### src/rtl/alu_pkg.sv
// Shared opcode definitions and sequencer state encoding for the ALU operation sequencer.
package alu_pkg;

    localparam int OP_W = 4;

    localparam logic [OP_W-1:0] OP_ADD = 4'd0;
    localparam logic [OP_W-1:0] OP_SUB = 4'd1;
    localparam logic [OP_W-1:0] OP_AND = 4'd2;
    localparam logic [OP_W-1:0] OP_OR  = 4'd3;
    localparam logic [OP_W-1:0] OP_XOR = 4'd4;
    localparam logic [OP_W-1:0] OP_SLL = 4'd5;
    localparam logic [OP_W-1:0] OP_SRL = 4'd6;

    typedef enum logic [1:0] {
        ST_IDLE  = 2'd0,
        ST_DRIVE = 2'd1,
        ST_RESP  = 2'd2
    } state_t;

    // Opcodes above SRL have no defined operation.
    function automatic logic op_is_illegal(input logic [OP_W-1:0] op);
        return (op > OP_SRL);
    endfunction

endpackage

### src/rtl/alu_ref_model.sv
// Combinational expected-result model used to cross-check the external ALU.
module alu_ref_model
    import alu_pkg::*;
(
    input  logic [31:0]     a,
    input  logic [31:0]     b,
    input  logic [OP_W-1:0] op,
    output logic [31:0]     exp_result,
    output logic            exp_zero
);

    // Expected ALU output; illegal opcodes are expected to yield zero.
    always_comb begin
        exp_result = 32'd0;
        case (op)
            OP_ADD:  exp_result = a + b;
            OP_SUB:  exp_result = a - b;
            OP_AND:  exp_result = a & b;
            OP_OR:   exp_result = a | b;
            OP_XOR:  exp_result = a ^ b;
            OP_SLL:  exp_result = a << b[4:0];
            OP_SRL:  exp_result = a >> b[4:0];
            default: exp_result = 32'd0;
        endcase
        exp_zero = (exp_result == 32'd0);
    end

endmodule

### src/rtl/alu_op_sequencer.sv
// Sequences one command at a time through an external combinational ALU (IDLE -> DRIVE -> RESP).
// Optional result cross-check enabled by macro ALU_OP_SEQUENCER_CHECK_EN (adds check_err output).
module alu_op_sequencer
    import alu_pkg::*;
#(
    parameter int CNT_W = 16
) (
    input  logic             clk,
    input  logic             rst,
    input  logic             cmd_valid,
    output logic             cmd_ready,
    input  logic [3:0]       cmd_op,
    input  logic [31:0]      cmd_a,
    input  logic [31:0]      cmd_b,
    output logic [31:0]      alu_a,
    output logic [31:0]      alu_b,
    output logic [3:0]       alu_op,
    input  logic [31:0]      alu_result,
    input  logic             alu_zero,
    output logic             rsp_valid,
    input  logic             rsp_ready,
    output logic [31:0]      rsp_result,
    output logic             rsp_zero,
    output logic             rsp_illegal,
    output logic [CNT_W-1:0] op_count
`ifdef ALU_OP_SEQUENCER_CHECK_EN
    ,
    output logic             check_err
`endif
);

    state_t             state_r;
    state_t             state_s;
    logic               accept_s;
    logic               complete_s;
    logic [31:0]        alu_a_r;
    logic [31:0]        alu_b_r;
    logic [3:0]         alu_op_r;
    logic [31:0]        rsp_result_r;
    logic               rsp_zero_r;
    logic               rsp_illegal_r;
    logic [CNT_W-1:0]   op_count_r;

    assign accept_s   = cmd_valid && (state_r == ST_IDLE);
    assign complete_s = rsp_ready && (state_r == ST_RESP);

    // State register.
    always_ff @(posedge clk or posedge rst) begin
        if (rst) begin
            state_r <= ST_IDLE;
        end else begin
            state_r <= state_s;
        end
    end

    // Next-state logic; DRIVE always lasts exactly one cycle so the ALU settles.
    always_comb begin
        state_s = state_r;
        case (state_r)
            ST_IDLE: begin
                if (cmd_valid) begin
                    state_s = ST_DRIVE;
                end else begin
                    state_s = ST_IDLE;
                end
            end
            ST_DRIVE: state_s = ST_RESP;
            ST_RESP: begin
                if (rsp_ready) begin
                    state_s = ST_IDLE;
                end else begin
                    state_s = ST_RESP;
                end
            end
            default: state_s = ST_IDLE;
        endcase
    end

    // ALU operand registers: loaded on accept, otherwise held.
    always_ff @(posedge clk or posedge rst) begin
        if (rst) begin
            alu_a_r  <= 32'd0;
            alu_b_r  <= 32'd0;
            alu_op_r <= 4'd0;
        end else if (accept_s) begin
            alu_a_r  <= cmd_a;
            alu_b_r  <= cmd_b;
            alu_op_r <= cmd_op;
        end else begin
            alu_a_r  <= alu_a_r;
            alu_b_r  <= alu_b_r;
            alu_op_r <= alu_op_r;
        end
    end

    // Response payload captured at the end of DRIVE and held through RESP.
    always_ff @(posedge clk or posedge rst) begin
        if (rst) begin
            rsp_result_r  <= 32'd0;
            rsp_zero_r    <= 1'b0;
            rsp_illegal_r <= 1'b0;
        end else if (state_r == ST_DRIVE) begin
            rsp_result_r  <= alu_result;
            rsp_zero_r    <= alu_zero;
            rsp_illegal_r <= op_is_illegal(alu_op_r);
        end else begin
            rsp_result_r  <= rsp_result_r;
            rsp_zero_r    <= rsp_zero_r;
            rsp_illegal_r <= rsp_illegal_r;
        end
    end

    // Completed-response counter, wraps naturally.
    always_ff @(posedge clk or posedge rst) begin
        if (rst) begin
            op_count_r <= {CNT_W{1'b0}};
        end else if (complete_s) begin
            op_count_r <= op_count_r + CNT_W'(1);
        end else begin
            op_count_r <= op_count_r;
        end
    end

    assign cmd_ready   = (state_r == ST_IDLE);
    assign rsp_valid   = (state_r == ST_RESP);
    assign alu_a       = alu_a_r;
    assign alu_b       = alu_b_r;
    assign alu_op      = alu_op_r;
    assign rsp_result  = rsp_result_r;
    assign rsp_zero    = rsp_zero_r;
    assign rsp_illegal = rsp_illegal_r;
    assign op_count    = op_count_r;

`ifdef ALU_OP_SEQUENCER_CHECK_EN
    logic [31:0] exp_result_s;
    logic        exp_zero_s;
    logic        check_err_r;

    alu_ref_model u_ref (
        .a          (alu_a_r),
        .b          (alu_b_r),
        .op         (alu_op_r),
        .exp_result (exp_result_s),
        .exp_zero   (exp_zero_s)
    );

    // Sticky flag: set when the ALU disagrees with the local model during DRIVE.
    always_ff @(posedge clk or posedge rst) begin
        if (rst) begin
            check_err_r <= 1'b0;
        end else if ((state_r == ST_DRIVE) &&
                     ((alu_result != exp_result_s) || (alu_zero != exp_zero_s))) begin
            check_err_r <= 1'b1;
        end else begin
            check_err_r <= check_err_r;
        end
    end

    assign check_err = check_err_r;
`endif

endmodule

### config.mk
export PLATFORM = sky130hd
export DESIGN_NAME = alu_op_sequencer
export DESIGN_NICKNAME = d
export VERILOG_FILES = /design/src/rtl/alu_pkg.sv /design/src/rtl/alu_ref_model.sv /design/src/rtl/alu_op_sequencer.sv
export SDC_FILE = /design/constraint.sdc
export NUM_CORES = 1
export LEC_CHECK = 0
export ABC_AREA = 1
export CAP_MARGIN = 20
export CORE_AREA = 2 2 128 92
export DETAILED_ROUTE_END_ITERATION = 8
export DIE_AREA = 0 0 130 94
export PLACE_DENSITY = 0.84
export SLEW_MARGIN = 10
export SYNTH_ARGS = -nofsm -noshare
export SYNTH_HDL_FRONTEND = slang
export SYNTH_SLANG_ARGS = --single-unit
export TNS_END_PERCENT = 10
### constraint.sdc
create_clock -name clk -period 10 [get_ports clk]
set_input_delay 2 -clock clk [delete_from_list [all_inputs] [get_ports clk]]
set_output_delay 2 -clock clk [all_outputs]
set_load 0.02 [all_outputs]
# After elaboration in Yosys (flattened, before gate mapping)
# Index checks and enable logic that the tools add are counted.
# Widths: inputs -> output; s select.
dict set report totals {
  reg_bits 120
  latch_bits 0
  mem_bits_rw 0
  romBits 0
  mem_count 0
}
dict set report classes {
  addsub 1
  multipliers 0
  div_mod_pow 0
  n_lt_le_gt_ge 1
  n_eq_ne 2
  shifts 0
  n_mux 3
  bitwise 0
  reduce_logical 3
}
# cell n
set op_table {}
lappend op_table {{$add 16x1->16 const B} 1}
lappend op_table {{$pmux 2 s3} 1}
lappend op_table {{$gt 4x3->1 const B} 1}
lappend op_table {{$eq 2x1->1 const B} 1}
lappend op_table {{$eq 2x2->1 const B} 1}
lappend op_table {{$logic_and 1x1->1} 2}
lappend op_table {{$logic_not 2->1} 1}
lappend op_table {{$mux 2} 1}
lappend op_table {{$mux 1} 1}

# Longest topological paths before layout
dict set report logic_depth {
  word_depth 2
  depth_mapped 8
  ltp_nobuf 8
}

# Worst setup path before layout
# OpenSTA, ideal clock, no wires.
dict set report synth_path {
  kind {reg-to-output}
  start {register state_r[1]}
  end {output port rsp_valid}
  arrival_ns 0.840
  required_time_ns 8.000
  slack_ns 7.160
  path_stages_with_launch 3
  cell_sequence {dfrtp_1 inv_1 nor2_1}
}
dict set report synth_between {
  elab_chain_len 1
}
# element line_no
set synth_lines {}
lappend synth_lines {{from (decl)} alu_op_sequencer.sv:32} ;# state_t state_r;
lappend synth_lines {{from (signal assigned)} alu_op_sequencer.sv:52} ;# state_r <= state_s;
lappend synth_lines {{$eq 2x2->1} alu_op_sequencer.sv:125} ;# assign rsp_valid = (state_r == ST_RESP);
lappend synth_lines {{to (decl)} alu_op_sequencer.sv:20} ;# output logic rsp_valid,
# Every way passes these cells.

# Worst setup path after layout
# Ends and elaborated chain as after synthesis.

==> flow_summary_export.csv <==
group,metric,value,unit
cts,clk_pin_slew_worst_paths,0.05,ns
logic_synthesis,synth.avg_cell_area,10.2,sq um
die,die_y,94,um
power_and_ir_drop,ir_worst_vdd,0.221,mV
sta,slew_headroom,43.2,%
logic_synthesis,synth_cell_types,27,
logic_synthesis,ys_seq_area_share,63.3,%
placement,dp.cells,826,
sta,final_max_slew_viol_count,0,
route,drt-wirelength-per-cell,14.8,um
route,routed-via-count,3969,
power_and_ir_drop,p_sw_share,36.5,%
hold_path,min_path_cells,2,
job,drv_cap,0,
logic_synthesis,synth_ff_type,"dfrtp_1",
logic_synthesis,synthTopCellsByArea,"dfrtp_1, nand2_1, mux2_2, xnor2_1, buf_6",
final_layout,nNetsFinal,799,
logic_synthesis,synth_cells,464,
logic_synthesis,async_flop_share,100,%
power_and_ir_drop,seq_power_share,32.8,%
die,dieArea,12200,sq um
route,drtAntennaViolNets,0,
worst_setup_path,crit_required,8.00,ns
die,die_w,130,um
placement,gp_congestion,0.872,
logic_synthesis,syn-num-nets,570,
worst_setup_path,critical_path.max_fanout,3,
final_layout,area_growth,61.8,%
final_layout,multi_input_area,1560,sq um
logic_synthesis,synth_seq_cells,120,
global_routing,grt_pass1_vias,4056,
cts,clkLatencyLatePin,0.40,ns
power_and_ir_drop,comb_power_share,44.4,%
placement,port_buffers,224,
worst_setup_path,critPathArrivalTime,1.79,ns
final_layout,n_antenna_cell,0,
global_routing,grt_first_pass_wirelength,20.2,mm
worst_setup_path,reg2reg_from,"state_r[1]$_DFF_PP0_",
cts,cts_max_level,4,
sta,rsz0062_at_grt,"no",
worst_setup_path,timing.rr.end,"alu_a[5]$_DFFE_PP0P_",
route,drc,0,
worst_setup_path,end_kind,"output port",
cts,cts-root-buf,"clkbuf_16",
route,vias_per_cell,4.63,
global_routing,grt_max_degree,70,
final_layout,layout.area.seq,3000,sq um
cts,post-cts-setup-buffer-count,0,
power_and_ir_drop,clkPwrFrac,22.8,%
worst_setup_path,crit_type,"flip-flop to output port",
hold_path,hold_start,"alu_a[4]$_DFFE_PP0P_",
final_layout,finalNonFillerCells,858,
die,initial_core_util,43.4,%
sta,worst_clock_skew,0.00678,ns
cts,cts_resized,0,
sta,setup_violations,0,
hold_path,whs_endpoint,"alu_a[4]$_DFFE_PP0P_",
route,first_pass_iters,4,
cts,cts_tree,"done",
global_routing,antenna_found_initial,0,
final_layout,drive_gt1_share,10.1,%
route,routed_wl,12.7,mm
power_and_ir_drop,p_leak,3.56,nW
sta,finalCritPeriodShare,37.9,%
logic_synthesis,synth_most_common_cell,"nand2_1",
route,initialDrtViolationCount,248,
sta,tightestPinTransition,0.851,ns
cts,hold_buffers,0,
logic_synthesis,synth_area,4740,sq um
cts,cts_buffers,17,
sta,fmax,264,MHz
logic_synthesis,yosysTopAreaCell,"dfrtp_1",
power_and_ir_drop,internal-power,1.62,mW
global_routing,grt_usage,21.8,%
hold_path,hold_class,"flip-flop to flip-flop",
die,boundaryPins,225,
logic_synthesis,synth.top_cell.area_share,63.3,%
power_and_ir_drop,cellPowerDensity,333,nW/um^2
worst_setup_path,critPathLaunchType,"flip-flop",
logic_synthesis,yosys_warnings,0,
placement,hpwl,9.14,mm
sta,hold_viol,0,
die,num_rows,32,
worst_setup_path,r2r_cells,6,
logic_synthesis,synth_top_cells_by_count,"nand2_1, dfrtp_1, mux2_2, inv_1",
cts,clock-sinks,120,
power_and_ir_drop,p_sw,0.933,mW
die,core_area,10900,sq um
sta,min_period,3.79,ns
worst_setup_path,r2r_slack,8.08,ns
final_layout,fillers,789,
global_routing,overflow,0,
outcome,outcome,"complete, no violations",
logic_synthesis,synth_edf_count,0,
sta,fin_tns_setup,0,ns
cts,clockBufferDepth,2,
## critical path, cell delays in order (launching register included)
cell and delay (ns):
dfrtp_1 0.42, inv_1 0.11, nor2_1 0.20, clkdlybuf4s50_1 0.67
## cell families (layout without fill, tap and decap cells)
family / Yosys count / count (layout) / synth area share (%)
fa+ha+maj: 1 / 1 / 0.264
flops: 120 / 120 / 63.3
buf+inv: 32 / 273 / 3.77
compound gates: 4 / 4 / 0.448
mux: 34 / 34 / 8.07
xor+xnor: 10 / 10 / 1.85
simple gates: 263 / 263 / 22.3
## area by class of cell
class	instances	area share (%)
inverter	15	0.766
clock inverter	12	1.66
timing repair buffer	227	29.8
clock buffer	19	5.77
tap	153	2.49
sequential	120	39.1
multi-input combinational	312	20.4
## power groups by stage
stage                     combinational [mW]  sequential (mW)  clock [mW]
final                                   1.13            0.838       0.583
after global routing                    1.21            0.864       0.617
after CTS                               1.14            0.838       0.592
after global placement                  1.11            0.829           0
after detailed placement                1.14            0.840           0
after floorplan                        0.324             1.09           0
## stage by stage
| stage | instance area [sq um] | utilization [%] | hold slack [ns] | setup WS (ns) | total power, mW |
|---|---|---|---|---|---|
| 6_report | 7680 | 70.2 | 0.475 | 6.21 | 2.55 |
| 3_5_place_dp | 7090 | 64.8 | 0.465 | 5.81 | 1.98 |
| 2_1_floorplan | 4740 | - | 0.585 | 4.81 | 1.41 |
| 3_3_place_gp | 7070 | 64.6 | 0.462 | 5.40 | 1.94 |
| 5_1_grt | 7680 | 70.2 | 0.491 | 6.15 | 2.69 |
| 4_1_cts | 7660 | 70.0 | 0.480 | 6.22 | 2.57 |
## worst max-delay path by stage
| stage | cells after the start | startpoint | slack, ns | to |
|---|---|---|---|---|
| 4_1_cts | 3 | state_r[1]$_DFF_PP0_ | 6.22 | rsp_valid |
| 3_5_place_dp | 5 | cmd_valid | 5.81 | alu_b[16]$_DFFE_PP0P_ |
| 6_report | 3 | state_r[1]$_DFF_PP0_ | 6.21 | rsp_valid |
| 3_3_place_gp | 5 | cmd_valid | 5.40 | alu_b[27]$_DFFE_PP0P_ |
| 5_1_grt | 3 | state_r[1]$_DFF_PP0_ | 6.15 | rsp_valid |
| 2_1_floorplan | 1 | rst | 4.81 | alu_a[0]$_DFFE_PP0P_ |
## flip-flops by register name, summed over array words and instances (netlist names)
| register | flops |
|---|---|
| op_count | 16 |
| rsp_illegal | 1 |
| alu_a | 32 |
| rsp_zero | 1 |
| state_r | 2 |
| alu_op | 4 |
| alu_b | 32 |
| rsp_result | 32 |
## routing by layer
metal	up-vias	global-route usage (%)	wire, um
met1	1901	26.9	5340
met2	148	35.1	6250
met4	0	9.14	241
li1	1898	-	-
met5	-	0	0
met3	22	7.29	905
## placed cells by master (no fill, tap or decap), types with 3 or more instances in the layout
master / synthesis / routed
clkbuf_16: 0 / 17
clkdlybuf4s50_1: 0 / 224
clkinv_2: 0 / 4
clkinvlp_4: 0 / 4
dfrtp_1: 120 / 120
inv_1: 14 / 13
mux2_1: 5 / 5
mux2_2: 29 / 29
nand2_1: 232 / 232
nand3_1: 9 / 9
nor2_1: 9 / 9
nor3_1: 3 / 3
xnor2_1: 7 / 7
xor2_1: 3 / 3
(Power assumes the default switching activity.)
